**src/rtl/ofdm_symbol_sequencer_if.sv**
```systemverilog
// ofdm_symbol_sequencer_if: sample, FFT-control, slicer and decision bundle of the OFDM symbol sequencer
//   in_valid/in_ready                      sample handshake from the front end
//   fft_start/fft_done                     FFT start pulse and completion pulse
//   bin_rd/bin_addr/slice_data             slicer read strobe, bin index, result one cycle later
//   out_valid/out_ready/out_bits/out_last  decision stream to the demapper
//   sym_count/pilot_ok                     completed-symbol count and fixed-tone status
//   modport master: the sequencer; modport slave: its surroundings
interface ofdm_symbol_sequencer_if #(parameter int N_FFT = 128);
  logic in_valid, in_ready, fft_start, fft_done, bin_rd;
  logic [$clog2(N_FFT)-1:0] bin_addr;
  logic [1:0] slice_data, out_bits;
  logic out_valid, out_ready, out_last, pilot_ok;
  logic [15:0] sym_count;
  modport master(
    input in_valid, fft_done, slice_data, out_ready,
    output in_ready, fft_start, bin_rd, bin_addr, out_valid, out_bits, out_last, sym_count, pilot_ok
  );
  modport slave(
    output in_valid, fft_done, slice_data, out_ready,
    input in_ready, fft_start, bin_rd, bin_addr, out_valid, out_bits, out_last, sym_count, pilot_ok
  );
endinterface

```
**src/rtl/ofdm_symbol_sequencer.sv**
```systemverilog
// ofdm_symbol_sequencer: per-symbol control of sample loading, FFT start/wait and slicer bin walk
//   clk  rising-edge clock
//   rst  asynchronous active-high reset
//   bus  ofdm_symbol_sequencer_if.master: sample handshake, FFT start/done, slicer read, decision stream,
//        sym_count and pilot_ok
//   PILOT_CHECK_EN  when defined, PILOT_BIN_A/B are read after the data bins and pilot_ok reports both == 2'b11
module ofdm_symbol_sequencer #(
  parameter int N_FFT = 128,
  parameter int FIRST_BIN = 4,
  parameter int LAST_BIN = 55,
  parameter int PILOT_BIN_A = 57,
  parameter int PILOT_BIN_B = 59
) (
  input logic clk,
  input logic rst,
  ofdm_symbol_sequencer_if.master bus
);
  localparam int AW = $clog2(N_FFT);
  localparam logic [AW-1:0] CNT_MAX = AW'(N_FFT - 1);
  localparam logic [AW-1:0] BIN_FIRST = AW'(FIRST_BIN);
  localparam logic [AW-1:0] BIN_LAST = AW'(LAST_BIN);
  localparam logic [AW-1:0] BIN_PA = AW'(PILOT_BIN_A);
  localparam logic [AW-1:0] BIN_PB = AW'(PILOT_BIN_B);
  typedef enum logic [3:0] {IDLE, LOAD, START, WAIT, RD, LAT, OUT, PRD, PLAT, DONE} state_t;
  state_t state, state_n;
  logic [AW-1:0] cnt, bin;
  logic [1:0] bits;
  logic [15:0] sym;
  logic pok, take, hs, last_bin, pil_last, pil_pass;
  assign take = bus.in_valid && state == LOAD;
  assign hs = bus.out_ready && state == OUT;
  assign last_bin = bin == BIN_LAST;
`ifdef PILOT_CHECK_EN
  localparam state_t AFTER_DATA = PRD;
  logic [1:0] pil_a, pil_b;
  logic pil_sel;
  // pil_sel picks which tone the current PLAT captures; cleared by every decision handshake
  always_ff @(posedge clk or posedge rst)
    if (rst) begin
      pil_a <= '0;
      pil_b <= '0;
      pil_sel <= 1'b0;
    end else if (hs) begin
      pil_sel <= 1'b0;
    end else if (state == PLAT) begin
      pil_sel <= 1'b1;
      if (pil_sel) pil_b <= bus.slice_data;
      else pil_a <= bus.slice_data;
    end
  assign pil_last = pil_sel;
  assign pil_pass = pil_a == 2'b11 && pil_b == 2'b11;
`else
  localparam state_t AFTER_DATA = DONE;
  assign pil_last = 1'b1;
  assign pil_pass = 1'b1;
`endif
  always_comb begin
    state_n = state;
    case (state)
      IDLE: state_n = LOAD;
      LOAD: state_n = take && cnt == CNT_MAX ? START : LOAD;
      START: state_n = WAIT;
      WAIT: state_n = bus.fft_done ? RD : WAIT;
      RD: state_n = LAT;
      LAT: state_n = OUT;
      OUT: state_n = !hs ? OUT : last_bin ? AFTER_DATA : RD;
      PRD: state_n = PLAT;
      PLAT: state_n = pil_last ? DONE : PRD;
      DONE: state_n = LOAD;
      default: state_n = IDLE;
    endcase
  end
  // bin walks FIRST..LAST, then parks on the pilot tones (only read when the pilot phase exists)
  always_ff @(posedge clk or posedge rst)
    if (rst) begin
      state <= IDLE;
      cnt <= '0;
      bin <= '0;
      bits <= '0;
      sym <= '0;
      pok <= 1'b0;
    end else begin
      state <= state_n;
      if (take) cnt <= cnt == CNT_MAX ? '0 : cnt + 1'b1;
      if (state == WAIT && bus.fft_done) bin <= BIN_FIRST;
      else if (hs) bin <= last_bin ? BIN_PA : bin + 1'b1;
      else if (state == PLAT) bin <= BIN_PB;
      if (state == LAT) bits <= bus.slice_data;
      if (state == DONE) begin
        sym <= sym + 1'b1;
        pok <= pil_pass;
      end
    end
  assign bus.in_ready = state == LOAD;
  assign bus.fft_start = state == START;
  assign bus.bin_rd = state == RD || state == PRD;
  assign bus.bin_addr = bin;
  assign bus.out_valid = state == OUT;
  assign bus.out_bits = bits;
  assign bus.out_last = state == OUT && last_bin;
  assign bus.sym_count = sym;
  assign bus.pilot_ok = pok;
endmodule

```
**src/flat_wrapper.sv**
```systemverilog
// flat-port wrapper written by rule: the top's interface ports become plain ports
module ofdm_symbol_sequencer_flat 
#(
  parameter int N_FFT = 128,
  parameter int FIRST_BIN = 4,
  parameter int LAST_BIN = 55,
  parameter int PILOT_BIN_A = 57,
  parameter int PILOT_BIN_B = 59
)
  (clk, rst, bus_in_valid, bus_fft_done, bus_slice_data, bus_out_ready, bus_in_ready, bus_fft_start, bus_bin_rd, bus_bin_addr, bus_out_valid, bus_out_bits, bus_out_last, bus_sym_count, bus_pilot_ok);
  ofdm_symbol_sequencer_if #(.N_FFT(N_FFT)) bus_i ();
  input logic clk;
  input logic rst;
  input wire logic [$bits(bus_i.in_valid)-1:0] bus_in_valid;
  input wire logic [$bits(bus_i.fft_done)-1:0] bus_fft_done;
  input wire logic [$bits(bus_i.slice_data)-1:0] bus_slice_data;
  input wire logic [$bits(bus_i.out_ready)-1:0] bus_out_ready;
  output wire logic [$bits(bus_i.in_ready)-1:0] bus_in_ready;
  output wire logic [$bits(bus_i.fft_start)-1:0] bus_fft_start;
  output wire logic [$bits(bus_i.bin_rd)-1:0] bus_bin_rd;
  output wire logic [$bits(bus_i.bin_addr)-1:0] bus_bin_addr;
  output wire logic [$bits(bus_i.out_valid)-1:0] bus_out_valid;
  output wire logic [$bits(bus_i.out_bits)-1:0] bus_out_bits;
  output wire logic [$bits(bus_i.out_last)-1:0] bus_out_last;
  output wire logic [$bits(bus_i.sym_count)-1:0] bus_sym_count;
  output wire logic [$bits(bus_i.pilot_ok)-1:0] bus_pilot_ok;
  assign bus_i.in_valid = bus_in_valid;
  assign bus_i.fft_done = bus_fft_done;
  assign bus_i.slice_data = bus_slice_data;
  assign bus_i.out_ready = bus_out_ready;
  assign bus_in_ready = bus_i.in_ready;
  assign bus_fft_start = bus_i.fft_start;
  assign bus_bin_rd = bus_i.bin_rd;
  assign bus_bin_addr = bus_i.bin_addr;
  assign bus_out_valid = bus_i.out_valid;
  assign bus_out_bits = bus_i.out_bits;
  assign bus_out_last = bus_i.out_last;
  assign bus_sym_count = bus_i.sym_count;
  assign bus_pilot_ok = bus_i.pilot_ok;
  ofdm_symbol_sequencer #(.N_FFT(N_FFT), .FIRST_BIN(FIRST_BIN), .LAST_BIN(LAST_BIN), .PILOT_BIN_A(PILOT_BIN_A), .PILOT_BIN_B(PILOT_BIN_B)) u_core (.clk(clk), .rst(rst), .bus(bus_i));
endmodule
```
**config.mk**
```make
export PLATFORM = sky130hd
export DESIGN_NAME = ofdm_symbol_sequencer_flat
export DESIGN_NICKNAME = d
export VERILOG_FILES = /design/src/rtl/ofdm_symbol_sequencer_if.sv /design/src/rtl/ofdm_symbol_sequencer.sv /design/src/flat_wrapper.sv
export SDC_FILE = /design/constraint.sdc
export NUM_CORES = 1
export LEC_CHECK = 0
export ABC_AREA = 0
export ABC_CLOCK_PERIOD_IN_PS = 1500
export CORE_ASPECT_RATIO = 0.8
export CORE_MARGIN = 2
export CORE_UTILIZATION = 48
export CTS_BUF_LIST = sky130_fd_sc_hd__clkbuf_8
export DETAILED_ROUTE_END_ITERATION = 7
export PLACE_DENSITY_LB_ADDON = 0.2
export SKIP_CTS_REPAIR_TIMING = 1
export SYNTH_ARGS = -nofsm -noshare
export SYNTH_HDL_FRONTEND = slang
export SYNTH_SLANG_ARGS = --single-unit
```
**constraint.sdc**
```tcl
create_clock -name clk -period 1.5 [get_ports clk]
set_clock_uncertainty 0.05 [all_clocks]
set_input_delay 0.375 -clock clk [delete_from_list [all_inputs] [get_ports clk]]
set_output_delay 0.375 -clock clk [all_outputs]
set_load 0.02 [all_outputs]
```
==> Yosys cells after proc, flatten, opt, wreduce, memory -nomap -nowiden <==
Index checks and enable logic that the tools add are counted.
{ "classes": {"n_addsub": 3, "eq_ne": 11, "n_mux": 10, "n_reduce_logical": 9} }
{ "op_table": {"columns": ["op", "count"], "rows": [
  ["$pmux W4 S9", 1],
  ["$mux W7", 5],
  ["$add A16 B1 Y16 const B", 1],
  ["$eq A4 B3 Y1 const B", 4],
  ["$add A7 B1 Y7 const B", 2],
  ["$eq A4 B2 Y1 const B", 2],
  ["$eq A4 B4 Y1 const B", 2],
  ["$mux W4", 2],
  ["$eq A7 B6 Y1 const B", 1],
  ["$eq A7 B7 Y1 const B", 1],
  ["$logic_and A1 B1 Y1", 5],
  ["$eq A4 B1 Y1 const B", 1],
  ["$logic_not A4 Y1", 1],
  ["$mux W3", 1],
  ["$reduce_bool A3 Y1", 1],
  ["$mux W2", 1],
  ["$reduce_or A2 Y1", 1],
  ["$logic_or A1 B1 Y1", 1]
]} }
{ "totals": {"reg_bits": 37, "output_inout_bits": 31, "wordCells": 39} }

==> Depth between registers and ports, before layout <==
Gate-level depths: netlist of the first run.
{ "logic_depth": {"ltp_word": 5, "depth_mapped": 6, "mapped_depth_nobuf": 5} }

==> Least setup slack after synthesis of the first run <==
OpenSTA, ideal clock, no wires.
{ "synth_timing": {"path_kind": "reg2out", "startpoint": "reg u_core.state[0]", "endpoint": "out bus_bin_rd", "arrival_ns": 1.275, "t_required_ns": 1.075, "setup_slack_ns": -0.200, "stages_incl_launch_ff": 4, "path_buffers": 1, "path_cell_list": "dfrtp_1 buf_2 and2b_1 nor3_1"} }
{ "synth_between": {"elab_chain_cells": 2, "elab_cells_between_ends": 3, "cone_classes": "eq/ne (2); reduce/logical (1)"} }
{ "synth_lines": {"columns": ["item", "line", "text"], "rows": [
  ["start: declaration", "ofdm_symbol_sequencer.sv:25", "state_t state, state_n;"],
  ["start signal: assignment", "ofdm_symbol_sequencer.sv:83", "state <= state_n;"],
  ["$eq A4 B3 Y1", "ofdm_symbol_sequencer.sv:96", "assign bus.bin_rd = state == RD || state == PRD;"],
  ["$logic_or A1 B1 Y1 *", "ofdm_symbol_sequencer.sv:96", null],
  ["end: declaration", "flat_wrapper.sv:20", "output wire logic [$bits(bus_i.bin_rd)-1:0] bus_bin_rd;"]
]} }
Mark *: on every way between the ends. The rest lies on a longest branch, timed or not.

==> Final worst setup path of the first run <==
{ "layout_timing": {"startpoint": "reg u_core.state[3]", "endpoint": "out bus_out_last"} }
{ "layout_between": {"elab_chain_cells": 2} }
{ "layout_lines": {"columns": ["item", "line", "text"], "rows": [
  ["$eq A4 B3 Y1", "ofdm_symbol_sequencer.sv:100", "assign bus.out_last = state == OUT && last_bin;"],
  ["$logic_and A1 B1 Y1", "ofdm_symbol_sequencer.sv:100", null],
  ["end: declaration", "flat_wrapper.sv:24", "output wire logic [$bits(bus_i.out_last)-1:0] bus_out_last;"]
]} }
No other way between the ends.

==> results of run 1 <==
## report_power, final
part	switching (mW)	internal, mW
Sequential	0.285	1.28
Clock	0.390	0.541
Combinational	1.46	1.50
Total	2.13	3.32
## state kept, by name, summed over array words and instances, names as in the netlist
name,cells
u_core.bus.out_bits,2
u_core.bus.pilot_ok,1
u_core.state,4
u_core.cnt,7
u_core.bus.sym_count,16
u_core.bus.bin_addr,7
## final cells by class
class	count	area, µm²	share of cell area [%]
well taps	55	68.8	2.14
repair buffers	93	865	26.9
clock inverters	2	37.5	1.17
clock buffers	6	82.6	2.57
inverters	8	30.0	0.934
flip-flops and latches	37	935	29.1
multi-input cells	135	1200	37.2
## through the flow
stage	worst slack, ns	cell area [µm²]	setup TNS [ns]	hold WS [ns]
6_report	-0.338	3210	-6.82	0.382
5_1_grt	-0.382	3210	-8.56	0.404
4_1_cts	-0.748	2870	-14.12	0.393
3_5_place_dp	-0.417	2750	-7.43	0.409
3_3_place_gp	-0.398	2750	-7.04	0.403
2_1_floorplan	-0.0433	1990	-0.199	0.396
## worst register-to-register path, cell delays in order (launching register included)
cell and delay [ns]:
dfrtp_2 0.46, buf_6 0.15, nor4bb_1 0.32, buf_4 0.20
and4_4 0.23, and3_4 0.18, xor2_1 0.15
## cell usage in the layout (no fill, tap or decap), types with 2 or more instances in the layout
cell	synthesis	final
and3_4	0	5
nor2_1	8	4
nand3_1	8	6
dfrtp_1	37	30
nor3_1	7	3
xnor2_2	0	2
a211o_1	3	3
nor2_2	0	3
mux2_2	4	3
o211ai_1	2	2
dlymetal6s2s_1	0	20
clkbuf_8	0	6
inv_1	8	8
dfrtp_2	0	7
and3_1	11	6
a21oi_1	6	3
nor3_2	0	3
nand3_4	0	2
xor2_1	6	5
buf_6	0	15
o22ai_1	5	3
clkbuf_2	0	6
a21oi_2	0	3
xnor2_1	12	10
o21ai_0	5	2
nand3b_1	2	2
and2_4	0	2
mux2_4	0	2
nand2b_4	0	2
nand4_1	8	8
nand2_2	0	4
clkdlybuf4s50_1	0	6
nand2_1	14	9
o21ai_1	0	2
buf_4	2	44
## logic make-up (layout without fill, tap and decap cells)
family,after synthesis,in the layout
buffers and inverters,15,109
muxes,5,5
DFF,37,37
AOI/OAI and AO/OA,30,30
adders and majority gates,3,3
xor gates and xnor gates,18,18
and+or+nand+nor,79,79
## final timing paths
check | slack, ns | cells after the start | startpoint | end
setup / recovery | -0.34 | 3 | u_core.state[3] | bus_out_last
hold / removal | 0.38 | 3 | rst | u_core.bus.pilot_ok
setup reg to reg | -0.31 | 6 | u_core.state[2] | u_core.bus.sym_count[10]
hold reg to reg | 0.42 | 1 | u_core.bus.sym_count[15] | u_core.bus.sym_count[15]
max in group asynchronous | 0.81 | 3 | rst | u_core.state[1]
min in group clk | 0.42 | 1 | u_core.bus.sym_count[15] | u_core.bus.sym_count[15]
## layer usage
metal / part of all wire [%] / global-route usage, % / vias up
li1: - / - / 860
met1: 40 / 28.4 / 926
met2: 50 / 39.2 / 95
met3: 5.8 / 7.48 / 26
met4: 4.1 / 7.65 / 0
met5: 0 / 0 / -
==> impl_results.md, run 1 <==
* Static leakage at about 1.8 nW
* Complex-gate fraction of the synthesized area at a little over a tenth
* Post-synth top cells: dfrtp_1, nand2_1, xnor2_1
* Syn_nets at 197
* Clock buffer count from CTS at 5
* Crit path max-delay family: simple AND/OR/NAND/NOR gates
* Syn Inst Count at 187
* Mux cell area share after synthesis at 2.92%
* Clk pin slew, worst setup/hold paths at 0.08 ns
* Clock Latency Late Sink at 0.30 ns
* Gr ovfl total at 0
* Drt wl/cell at 18.0 µm
* # clock sinks at 37
* Die height at 60.7 µm
* Worst VDD drop at about 1.2 mV
* Xor and xnor area share after synthesis at 8.19%
* Worst-path cell chain: and4bb_4, and2_2, buf_2
* Diode count at 0
* Top cells by area, synth: dfrtp_1, xnor2_1, and3_1
* CP max FO at 5
* FF+latch count, synth at 37
* Yosys warns at 0
* Die W at about 75 µm
* Setup Viol. Count Final at 32
* Top-count cell post-synth: dfrtp_1
* Cell variety after synth at 43
* WP buf/inv at 1
* Largest net degree at the start of global routing at 38
* Clk root buf: clkbuf_8
* RSZ-0062 raised after global routing: true
* CP required at about 1.1 ns
* Fillers at 217
* Critical path type: reg2out
* Setup crit start kind: register
* Initial core utilization at 50.3%
* CTS tree: yes
* Share of cells above drive strength 1 at about half
* Mapped cell area at 1930 µm²
* Fin crit share at 123%
* Synth Area in Adders at 1.95%
* CTS H-tree depth at 2
* Top FF cell, synth: dfrtp_1
* Total power draw at 5.45 mW
* Detailed-route via count at 1907
* Placed Cells at 320
* Die area at 4540 µm²
* Fin worst setup slack at -0.338 ns
* IO Pins at 38
* Final worst path period need at 1.84 ns
* Worst path max stage delay at 0.45 ns
* DPL Wire Length at about 3600 µm
* DRC viols at 0
* Power Density at roughly 1700 nW/µm²
* Max Cap Viol at 0
* 1st-iter DRT viols at 109
* Status: finished with violations
* 1st-pass router iterations at 4
* Final Hold Viols at 0
* Vias in the first global route at 1726
* Clock buffer depth at 2
* Sequential area share after synthesis at 48.1%
* First-pass GRT wire length at 7800 µm
* # port buffers at 37
* HP Class: in2async
* Post-route non-filler standard cell count at 336
* Area Growth Syn to Fin at 66.9%
* DR vias/cell at 5.68
* Final core occ at 84.0%
* Fmax at ~540 MHz
* EDFF count, synth at 0
* Syn_area_per_cell at 10.3 µm²
* Slew @ Worst Pin at 0.465 ns
* Row count at 20
* Max_slew headroom at 68.8%
* GR Util All Layers at 23.2%
* Slowest stage cell, crit path: dfrtp_1
* Nets at 290
* Violated checks: negative setup slack
* Routed WL at 6050 µm
* Initial antenna violation count at 0
* Async SR Flop Fraction at 100%
* Simple logic cell fraction of the synthesized area at 24.2%
* Pins Over Slew Limit at 0
* Core ar. at 3830 µm²
* Share of the synthesized area in the top cell type at between 40% and 50%
* Largest family of logic cells by synthesized area: simple AND/OR/NAND/NOR gates
* CP Capture Type: output port
* Gpl congestion at 0.838
* Post-synth top area cell: dfrtp_1
* Post-route ant nets at 0
* Crit path DAT at 1.41 ns
Power figures use the tool's default switching activity.
==> inputs of run 2 (changes only) <==
Settings changed: RECOVER_POWER set to 50.
==> impl_results.md, run 2 (synthesis results as in run 1) <==
* Status: finished with violations (unchanged)
* Violated checks: negative setup slack (unchanged)
* Worst-path cell chain: and4bb_4, and2_2, buf_2 (unchanged)
* DRC viols at 0 (unchanged)
* Die height at 60.7 µm (unchanged)
* Gpl congestion at 0.838 (unchanged)
* Post-route non-filler standard cell count at 336 (unchanged)
* Worst R2R Path Depth at 6 (unchanged)
* RSZ-0062 raised after global routing: true (unchanged)
* Routed WL at 6050 µm (about the same)
* CP Capture Type: output port (unchanged)
* Slowest stage cell, crit path: dfrtp_1 (unchanged)
* Final core occ at 83.6% (was 84.0%)
* Share of cells above drive strength 1 at 48.8% (unchanged)
* Fin worst setup slack at -0.340 ns (was -0.338 ns)
* DR vias/cell at 5.76 (was 5.68)
* Max_slew headroom at 37.2% (was 68.8%)
* DPL Wire Length at 3590 µm (unchanged)
* Drt wl/cell at 18.0 µm (about the same)
* Detailed-route via count at 1937 (was 1907)
* Post-route setup TNS at -6.81 ns (was -6.82 ns)
* Setup crit start kind: register (unchanged)
* Dpl ws at -0.417 ns (unchanged)
* Die W at 74.8 µm (unchanged)
* CTS tree: yes (unchanged)
* Clk pin slew, worst setup/hold paths at 0.08 ns (about the same)
* Clock buffer depth at 2 (unchanged)
* Pins Over Slew Limit at 0 (unchanged)
* Slew @ Worst Pin at 0.942 ns (was 0.465 ns)
* Clk root buf: clkbuf_8 (unchanged)
* # port buffers at 37 (unchanged)
* # clock sinks at 37 (unchanged)
* Most frequent cells in the layout: buf_4, dfrtp_1, dlymetal6s2s_1, buf_6, xnor2_1 (unchanged)
* CP max FO at 5 (unchanged)
* Initial core utilization at 50.3% (unchanged)
* CP required at 1.07 ns (about the same)
* Clock Latency Late Sink at 0.30 ns (about the same)
* Clock buffer count from CTS at 5 (unchanged)
* Fin crit share at 123% (about the same)
* IO Pins at 38 (unchanged)
* Final Hold Viols at 0 (unchanged)
* Placed Cells at 320 (unchanged)
* Hold slack final at 0.420 ns (was 0.382 ns)
* 1st-iter DRT viols at 107 (was 109)
* GR Util All Layers at 23.2% (unchanged)
* Crit path DAT at 1.42 ns (was 1.41 ns)
* Worst VDD drop at 1.21 mV (about the same)
* Max Cap Viol at 0 (unchanged)
* Vias in the first global route at 1726 (unchanged)
* Setup Viol. Count Final at 31 (was 32)
* Row count at 20 (unchanged)
* Static leakage at 1.78 nW (about the same)
* Commonest non-fill, non-tap cell in the layout: buf_4 (unchanged)
* Final worst path period need at 1.84 ns (about the same)
* Die area at 4540 µm² (unchanged)
* Largest register FFs at 16 (unchanged)
* Diode count at 0 (unchanged)
* Critical path type: reg2out (unchanged)
* Post-route ant nets at 0 (unchanged)
* Worst path max stage delay at 0.45 ns (about the same)
* Largest net degree at the start of global routing at 38 (unchanged)
* CTS H-tree depth at 2 (unchanged)
* Fmax at 543 MHz (was 544 MHz)
* 1st-pass router iterations at 4 (unchanged)
* Core ar. at 3830 µm² (unchanged)
* Power Density at 1700 nW/µm² (about the same)
* Area Growth Syn to Fin at 66.1% (was 66.9%)
* Gr ovfl total at 0 (unchanged)
* First-pass GRT wire length at 7800 µm (unchanged)
* Initial antenna violation count at 0 (unchanged)
* HP Class: reg2reg (was in2async)
* Nets at 290 (unchanged)
* Worst hold stages at 1
[run 2: where the power goes]
part / switching, mW / total (mW) / internal [mW]
clock: 0.390 / 0.931 / 0.541
sequential: 0.287 / 1.57 / 1.28
combinational: 1.45 / 2.94 / 1.49
total: 2.13 / 5.44 / 3.32
[run 2: critical path, delay by kind of cell, from the launching register on]
| kind | cells | cell delay, ns |
|---|---|---|
| and+or+nand+nor | 2 | 0.51 |
| buffers and inverters | 1 | 0.16 |
| DFF | 1 | 0.45 |
[run 2: layout make-up]
type,count,area (µm²)
Multi-Input combinational cell,135,1200
Sequential cell,37,935
Timing Repair Buffer,93,850
Fill cell,219,629
Clock buffer,6,82.6
Tap cell,55,68.8
Clock inverter,2,37.5
Inverter,8,30.0
[run 2: final timing paths]
path                                          start                       end  slack [ns]
setup / recovery                    u_core.state[3]              bus_out_last       -0.34
setup reg to reg                    u_core.state[2]  u_core.bus.sym_count[10]       -0.31
hold / removal             u_core.bus.sym_count[15]  u_core.bus.sym_count[15]        0.42
min in group asynchronous                       rst   u_core.bus.sym_count[4]        0.63
max in group asynchronous                       rst           u_core.state[1]        0.13
hold reg to reg            u_core.bus.sym_count[15]  u_core.bus.sym_count[15]        0.42
[run 2: through the flow]
step,power [mW],cell area (µm²)
after floorplan,2.79,1990
after global placement,3.85,2750
after detailed placement,3.96,2750
after CTS,4.88,2870
after global routing,5.69,3200
final,5.44,3200
[run 2: per-layer routing]
metal	vias to the layer above	wire, µm	GRT usage (%)
met5	-	0	0
met4	0	267	7.65
met3	29	399	7.48
met2	108	3040	39.2
met1	943	2350	28.4
li1	857	-	-
